$ cat src/rtl/datapath_multiciclo.sv
// Multicycle R-type/LW/SW datapath: FSM, 32-entry register file and data RAM.
// Optional feature: define DP_MULT_EN to add the MUL funct (011000).
module datapath_multiciclo #(
    parameter int DATA_W    = 32,
    parameter int MEM_DEPTH = 64,
    parameter int MEM_AW    = $clog2(MEM_DEPTH)
) (
    input  logic              clk,
    input  logic              rst,
    input  logic              in_valid,
    output logic              in_ready,
    input  logic [31:0]       instr,
    input  logic              cfg_we,
    input  logic [4:0]        cfg_addr,
    input  logic [DATA_W-1:0] cfg_data,
    output logic              done,
    output logic [DATA_W-1:0] wb_data,
    output logic              zf,
    output logic              illegal
);

    typedef enum logic [2:0] {
        S_IDLE,
        S_DECODE,
        S_EXEC,
        S_MEM,
        S_WB
    } state_t;

    localparam logic [5:0] OP_R   = 6'b000000;
    localparam logic [5:0] OP_LW  = 6'b100011;
    localparam logic [5:0] OP_SW  = 6'b101011;
    localparam logic [5:0] F_ADD  = 6'b100000;
    localparam logic [5:0] F_SUB  = 6'b100010;
    localparam logic [5:0] F_AND  = 6'b100100;
    localparam logic [5:0] F_OR   = 6'b100101;
    localparam logic [5:0] F_NOR  = 6'b100111;
    localparam logic [5:0] F_SLT  = 6'b101010;
`ifdef DP_MULT_EN
    localparam logic [5:0] F_MUL  = 6'b011000;
`endif

    state_t             state;
    logic [31:0]        instr_q;
    logic [DATA_W-1:0]  a_q;
    logic [DATA_W-1:0]  b_q;
    logic [DATA_W-1:0]  alu_q;
    logic [DATA_W-1:0]  mem_q;

    logic [DATA_W-1:0]  regs [32];
    logic [DATA_W-1:0]  ram  [MEM_DEPTH];

    logic [5:0]         opcode;
    logic [4:0]         rs;
    logic [4:0]         rt;
    logic [4:0]         rd;
    logic [5:0]         funct;
    logic signed [15:0] imm_s;
    logic [DATA_W-1:0]  imm_ext;
    logic [DATA_W-1:0]  rd_a;
    logic [DATA_W-1:0]  rd_b;
    logic [DATA_W-1:0]  alu_res;
    logic               funct_ok;
    logic               is_legal;
    logic [MEM_AW-1:0]  mem_idx;
    logic [DATA_W-1:0]  wb_val;
    logic [4:0]         wb_dst;
    logic               rf_we;
    logic [4:0]         rf_waddr;
    logic [DATA_W-1:0]  rf_wdata;

    assign opcode   = instr_q[31:26];
    assign rs       = instr_q[25:21];
    assign rt       = instr_q[20:16];
    assign rd       = instr_q[15:11];
    assign funct    = instr_q[5:0];
    assign imm_s    = instr_q[15:0];
    assign imm_ext  = DATA_W'(imm_s);

    assign rd_a     = (rs == 5'd0) ? '0 : regs[rs];
    assign rd_b     = (rt == 5'd0) ? '0 : regs[rt];

    assign mem_idx  = alu_q[MEM_AW-1:0];
    assign wb_val   = (opcode == OP_LW) ? mem_q : alu_q;
    assign wb_dst   = (opcode == OP_LW) ? rt : rd;
    assign in_ready = (state == S_IDLE);

    always_comb begin
        funct_ok = 1'b0;
        case (funct)
            F_ADD, F_SUB, F_AND, F_OR, F_NOR, F_SLT: funct_ok = 1'b1;
`ifdef DP_MULT_EN
            F_MUL:                                    funct_ok = 1'b1;
`endif
            default:                                  funct_ok = 1'b0;
        endcase
    end

    assign is_legal = ((opcode == OP_R) && funct_ok) ||
                      (opcode == OP_LW) || (opcode == OP_SW);

    // Loads and stores reuse the adder to form the effective address.
    always_comb begin
        alu_res = '0;
        if (opcode != OP_R) begin
            alu_res = a_q + imm_ext;
        end else begin
            case (funct)
                F_ADD:   alu_res = a_q + b_q;
                F_SUB:   alu_res = a_q - b_q;
                F_AND:   alu_res = a_q & b_q;
                F_OR:    alu_res = a_q | b_q;
                F_NOR:   alu_res = ~(a_q | b_q);
                F_SLT:   alu_res = {{(DATA_W-1){1'b0}}, ($signed(a_q) < $signed(b_q))};
`ifdef DP_MULT_EN
                F_MUL:   alu_res = a_q * b_q;
`endif
                default: alu_res = '0;
            endcase
        end
    end

    // The single write port is shared by write-back and the idle-time preload.
    always_comb begin
        rf_we    = 1'b0;
        rf_waddr = wb_dst;
        rf_wdata = wb_val;
        if (state == S_WB) begin
            rf_we = 1'b1;
        end else if ((state == S_IDLE) && cfg_we && !in_valid) begin
            rf_we    = 1'b1;
            rf_waddr = cfg_addr;
            rf_wdata = cfg_data;
        end
    end

    always_ff @(posedge clk) begin
        if (rst) begin
            for (int i = 0; i < 32; i++) begin
                regs[i] <= '0;
            end
        end else if (rf_we && (rf_waddr != 5'd0)) begin
            regs[rf_waddr] <= rf_wdata;
        end
    end

    always_ff @(posedge clk) begin
        if (!rst && (state == S_MEM) && (opcode == OP_SW)) begin
            ram[mem_idx] <= b_q;
        end
    end

    always_ff @(posedge clk) begin
        if (rst) begin
            state   <= S_IDLE;
            instr_q <= '0;
            a_q     <= '0;
            b_q     <= '0;
            alu_q   <= '0;
            mem_q   <= '0;
            done    <= 1'b0;
            illegal <= 1'b0;
            zf      <= 1'b0;
            wb_data <= '0;
        end else begin
            done    <= 1'b0;
            illegal <= 1'b0;
            case (state)
                S_IDLE: begin
                    if (in_valid) begin
                        instr_q <= instr;
                        state   <= S_DECODE;
                    end
                end
                S_DECODE: begin
                    a_q <= rd_a;
                    b_q <= rd_b;
                    if (!is_legal) begin
                        illegal <= 1'b1;
                        state   <= S_IDLE;
                    end else begin
                        state   <= S_EXEC;
                    end
                end
                S_EXEC: begin
                    alu_q <= alu_res;
                    zf    <= (alu_res == '0);
                    state <= (opcode == OP_R) ? S_WB : S_MEM;
                end
                S_MEM: begin
                    if (opcode == OP_LW) begin
                        mem_q <= ram[mem_idx];
                        state <= S_WB;
                    end else begin
                        wb_data <= b_q;
                        done    <= 1'b1;
                        state   <= S_IDLE;
                    end
                end
                S_WB: begin
                    wb_data <= wb_val;
                    done    <= 1'b1;
                    state   <= S_IDLE;
                end
                default: state <= S_IDLE;
            endcase
        end
    end

endmodule

$ cat config.mk
export PLATFORM = sky130hd
export DESIGN_NAME = datapath_multiciclo
export DESIGN_NICKNAME = d
export VERILOG_FILES = /design/src/rtl/datapath_multiciclo.sv
export SDC_FILE = /design/constraint.sdc
export NUM_CORES = 2
export LEC_CHECK = 0
export ABC_CLOCK_PERIOD_IN_PS = 5000
export CORE_MARGIN = 2
export CORE_UTILIZATION = 57
export DETAILED_ROUTE_END_ITERATION = 16
export PLACE_DENSITY_LB_ADDON = 0.05
export SETUP_SLACK_MARGIN = 0.05
export SYNTH_ARGS = -nofsm -noshare
export SYNTH_HDL_FRONTEND = slang
export SYNTH_SLANG_ARGS = --single-unit
$ cat constraint.sdc
create_clock -name clk -period 5 [get_ports clk]
set_input_delay 0.5 -clock clk [delete_from_list [all_inputs] [get_ports clk]]
set_output_delay 0.5 -clock clk [all_outputs]
set_load 0.02 [all_outputs]
[Yosys cells after proc, flatten, opt, wreduce, memory -nomap -nowiden]
Memories as Yosys holds them, arrays and structs flattened. A register that Yosys moved wholly into a read port is not among the register bits.
Cells that the tools add are included.
Operators by class
  $add $sub $neg: 3
  multipliers: 0
  divide/modulo/power cells: 0
  magnitude comparators: 1
  equality and inequality tests: 14
  shift-type cells: 0
  muxes and demuxes: 37
  bitwise gates (word level): 4
  reductions and logical operators: 24
Operators by type and width (number)
  32-bit 2-to-1 mux: 8
  32-bit case mux with 6 select lines: 1
  32-bit adder: 2
  32-bit case mux with 2 select lines: 1
  6-bit equality test (second input constant): 8
  5-bit 2-to-1 mux: 8
  32-bit bitwise AND: 1
  32-bit zero test: 1
  32-bit less-than comparator: 1
  32-bit inverter: 1
  32-bit OR: 1
  32-bit OR reduction: 1
  32-bit subtractor: 1
  1-bit 2-to-1 mux: 13
  3-bit case mux with 4 select lines: 1
  5-bit zero test: 2
  3-bit 2-to-1 mux: 3
  3-bit by 2-bit equality test with 1-bit output (second input constant): 2
  1-bit logical AND: 6
  6-bit zero test: 1
  2-bit AND reduction: 3
  6-bit nonzero test: 1
  6-bit OR reduction: 1
  5-bit nonzero test: 1
  other kinds (11): 14
Storage, ports and cells
  flip-flop bits (word level): 166
  bits in latches: 0
  RAM bits: 3072
  ROM bits: 0
  input bits: 73
  output and inout bits: 36
  logic and storage cells: 94
  memories: 2
Memories
  ram: depth 64, bits a word 32, read ports 1, clocked after memory_dff 1, wr ports 1, line 51  | logic [DATA_W-1:0] ram [MEM_DEPTH];
  regs: depth 32, bits a word 32, read ports 2, clocked after memory_dff 2, wr ports 32, line 50  | logic [DATA_W-1:0] regs [32];

[Depth between registers and ports, before layout]
  depth in word-level cells: 12
  gate-level depth with buffers: 16
  gate-level depth less buffers: 16

[Worst setup path after synthesis]
No wires, ideal clock.
  kind: reg-to-reg
  from: register b_q[3]
  to: register zf
  library setup time: 0.087 ns
  arrival: 4.932 ns
  required time: 4.913 ns
  setup slack: -0.019 ns
  cell stages (with the launch flop): 16
  path buffers: 1
  period minus slack after synthesis: 5.019 ns
  cell sequence: dfxtp_1 inv_1 ha_1 buf_6 and2_4 a221o_1 o311ai_2 o31ai_1 xnor2_1 o221ai_1 or4b_1 a2111oi_2 nand4_1 or4_1 or4_1 o31ai_1
Between the ends
  longest elaborated chain between the ends: 5
  elaborated cells between the ends (all ways): 9
  those cells by class: add/sub (2); order compare (1); mux (2); bitwise (3); reduce/logical (1)
Ends and longest elaborated chain
  start, declared: line 46  | logic [DATA_W-1:0] b_q;
  start signal, assigned: line 177  | b_q <= rd_b;
  branches (longest 2 deep; another with 32-bit subtractor)
  32-bit case mux with 6 select lines (*): line 108  | case (funct)
  32-bit 2-to-1 mux (*): line 105  | if (opcode != OP_R) begin
  32-bit zero test (*): line 187  | zf <= (alu_res == '0);
  end signal, assigned: line 187
  end, declared: line 18  | output logic zf,
Mark *: on every way between the ends.
A chain may end at the register's enable or synchronous reset.

[Worst setup path after layout]
  from: register a_q[3]
  to: register zf
Between the ends
  longest elaborated chain between the ends: 5
  elaborated cells between the ends (all ways): 10
  those cells by class: add/sub (3); order compare (1); mux (2); bitwise (3); reduce/logical (1)
Ends and longest elaborated chain
  start, declared: line 45  | logic [DATA_W-1:0] a_q;
  start signal, assigned: line 176  | a_q <= rd_a;
  branches (longest 3 deep; another with 32-bit subtractor)
  32-bit 2-to-1 mux (*): line 105
  32-bit zero test (*): line 187
Marks and branches as above.

==> results by group <==
Run status
  – Status: complete, no violations

Placement
  – Buffers on Ports: 108
  – Placed cells: 12300
  – Placed cell area: 0.149 mm2
  – Routability Congestion: 0.965
  – Placed wire-length estimate: 310000 um

Worst setup path
  – Slowest CP cell: or4_1
  – Critical path type: reg -> reg
  – Origin of the critical flop-to-flop path: a_q[3]
  – Crit path max fanout: 6
  – Crit Reg-Reg Endpoint: zf
  – Critical path, cell by cell: inv_1, ha_1, and2_4, a221o_1, o211ai_1, a21oi_1, o31ai_1, o21ai_0, a221o_1, a32oi_1, nand2_1, or4_1, or4_1, o31ai_1
  – Reg2Reg Depth: 14
  – CP endpoint kind: flop
  – CP required: 5.88 ns
  – CP startpoint kind: flop
  – CP arrival: 5.64 ns
  – Reg2reg setup slack: 0.25 ns
  – Crit-path max cell delay: 0.49 ns

Logic synthesis
  – Top cell type's share of synthesized area: 65.7%
  – Mapped Area: 0.140 mm2
  – Ys async rst share: 0%
  – EDFF count, synth: 3072
  – Synth area leader: edfxtp_1
  – Top FF cell, synth: edfxtp_1
  – Warnings, synthesis: 0
  – Syn_area_per_cell: 15.3 um2
  – Cell variety after synth: 83
  – Synth area leaders: edfxtp_1, mux4_2, a22oi_1, nor2_1, dfxtp_1
  – Post-synthesis sequential area ratio: 68.6%
  – Cells after synthesis: 9197
  – Yosys reg bits: 3280

Die
  – Die H: 500 um
  – Die X-Extent: 500 um
  – Ports: 109
  – Core area: 0.245 mm2
  – Die Area: 0.250 mm2
  – Row count: 182
  – Initial Utilization: 57.2%

Clocking
  – CTS tree: yes
  – Clock transition at path regs: 0.07 ns
  – H-tree Lvls: 5
  – Clock sink count: 3280
  – Postcts setup bufs: 0
  – CTS Buffer Depth: 4
  – Clock Latency Late Sink: 1.02 ns
  – Clk Tree Root Cell: clkbuf_16
  – CTS Buf Count: 346

Timing
  – Fin. max-slew vios: 0
  – Peak Freq: 210 MHz
  – Post-layout min period: 4.75 ns
  – Final Hold Viols: 0
  – Setup TNS: 0 ns
  – Skew final: 0.109 ns
  – Least-Margin Pin Slew: 1.34 ns
  – Setup-failing EPs final: 0
  – Slew headroom: 9.54%
  – Final worst path period share: 95.1%
  – RSZ-0062 raised after global routing: no

Final layout
  – Layout overhead on the synthesized area: 13.5%
  – Most common cell after layout, fill and taps aside: edfxtp_1
  – Share of cells above drive strength 1: 19.3%
  – Commonest cells after routing, fill and taps aside: edfxtp_1, nor2_1, a22oi_1
  – Non-filler instance count after layout: 12900
  – Final instance area: 0.159 mm2
  – Final nets: 9671

Hold path
  – Hold depth: 3
  – Endpoint, Worst Hold: instr_q[28]
  – Hold Crit Class: in -> reg
  – Hold_sp: instr[28]

Power
  – Power Total: 59200 uW
  – Worst VDD drop: 0.331 mV
  – Power per standard cell area: 371 mW/mm2
  – Net Sw Frac: 22.9%
  – Comb pwr share: 7.3%
  – Clk pwr share: 41.1%
  – Pint: 45600 uW
  – Sw Pwr: 13600 uW
  – Leak: 0.0515 uW
  – Seq pwr share: 51.6%

Routing
  – DRT Pass-1 Iters: 6
  – Via count: 91400
  – Drt wl/cell: 38.6 um
  – # DRC: 0
  – Avg Vias per Cell: 7.06
  – Post-Route WL: 499000 um
  – Drt initial violations: 13900
  – Antenna Nets Post-Route: 0

Global route
  – Vias in the first global route: 88000
  – Initial antenna violation count: 13
  – Gr ovfl total: 0
  – Global-route wire length before repair: 688000 um
  – Gr usage total: 39.6%
  – Largest net degree at the start of global routing: 73

Flow run
  – Max-Cap Viols: 0
==> worst max-delay path by stage <==
| stage | start | endpoint | cells past startpoint |
|---|---|---|---|
| after floorplan | b_q[1] | zf | 14 |
| after global placement | a_q[3] | zf | 16 |
| after detailed placement | a_q[3] | zf | 16 |
| after CTS | a_q[3] | zf | 16 |
| after global routing | b_q[4] | zf | 15 |
| final | a_q[3] | zf | 14 |
==> power groups by stage <==
stage / clock [uW] / combinational (uW) / sequential (uW)
floorplan: 0 / 2250 / 31100
global placement: 0 / 4210 / 31100
detailed placement: 0 / 4230 / 31100
finish: 24300 / 4330 / 30600
CTS: 24400 / 4240 / 30600
global route: 25500 / 4430 / 30600
==> cells in the mapped netlist (13+ instances only) <==
cell type     n
o31ai_1      21
o21ai_0     161
o21bai_1     14
o221ai_1     13
nor4_1       25
buf_1       164
a22oi_1     726
or3_1        19
nor2b_1      22
a21o_1       19
o211ai_1     61
mux2i_1     105
nor3_1       68
inv_1        93
o22ai_1      13
mux4_2      640
a31oi_1     106
a22o_1      172
ha_1        134
a221oi_1    176
a211oi_1     60
edfxtp_1   3072
nand2_1     293
clkbuf_1    599
nand3_1      41
dfxtp_1     208
a21oi_1     300
nor2_1     1427
nand4_1     171
xnor2_1      72
nand2b_1     23
==> final cells by class <==
cell class / count / area [um2]
well taps: 3220 / 4030
clock buffers: 447 / 9180
clock inverters: 159 / 1270
repair buffers: 657 / 6270
flip-flops and latches: 3280 / 96500
fillers: 17500 / 86000
multi-input cells: 5081 / 41800
diodes: 6 / 15.0
inverters: 95 / 357
==> cell families (layout without fill, tap and decap cells) <==
logic type | after synthesis | after routing | share of synthesized area [%]
adder cells (fa/ha/maj) | 137 | 137 | 1.24
multiplexers | 745 | 745 | 11.0
AND/OR/NAND/NOR | 2163 | 2163 | 6.54
flip-flops | 3280 | 3280 | 68.6
buffers and inverters | 867 | 1358 | 2.33
other | 1 | 38 | 0.00267
AO/OA/AOI/OAI | 1925 | 1925 | 9.77
XOR/XNOR | 79 | 79 | 0.492
==> worst max-delay path, delay by kind of cell (launching register included) <==
kind / cells / cell delay [ns]
AO/OA/AOI/OAI: 8 / 2.58
adder cells (fa/ha/maj): 1 / 0.33
buffers and inverters: 1 / 0.08
flip-flops: 1 / 0.45
AND/OR/NAND/NOR: 4 / 1.25
==> what timing repair did <==
| action | CTS | global route |
|---|---|---|
| hold buffers | 1 | 0 |
| endpoints found under the setup margin | 0 | 1 |
| hold endpoints to repair | 19 | 0 |
| gates resized for setup | 0 | 4 |
==> registers in the layout, summed over array words and instances (netlist names), named ones only <==
register / cells
ram: 2048
regs: 1024
a_q: 32
alu_q: 32
b_q: 32
instr_q: 32
mem_q: 32
wb_data: 32
state: 3
done: 1
illegal: 1
zf: 1
==> routing by layer <==
metal	track usage [%]	up-vias	part of all wire, %
li1	-	37100	-
met1	51.1	47100	35
met2	62.7	6027	47
met3	6.73	1165	9.9
met4	25.2	8	7.6
met5	0	-	0.012
==> stage by stage <==
step	setup WS (ns)	util [%]	hold WS, ns
floorplan	0.103	-	0.431
global placement	0.183	60.7	0.443
detailed placement	0.222	60.7	0.448
CTS	0.212	64.9	0.0679
global route	0.0506	65.0	0.102
finish	0.245	65.0	0.119
Note: power is estimated with default switching activity, not from simulation.
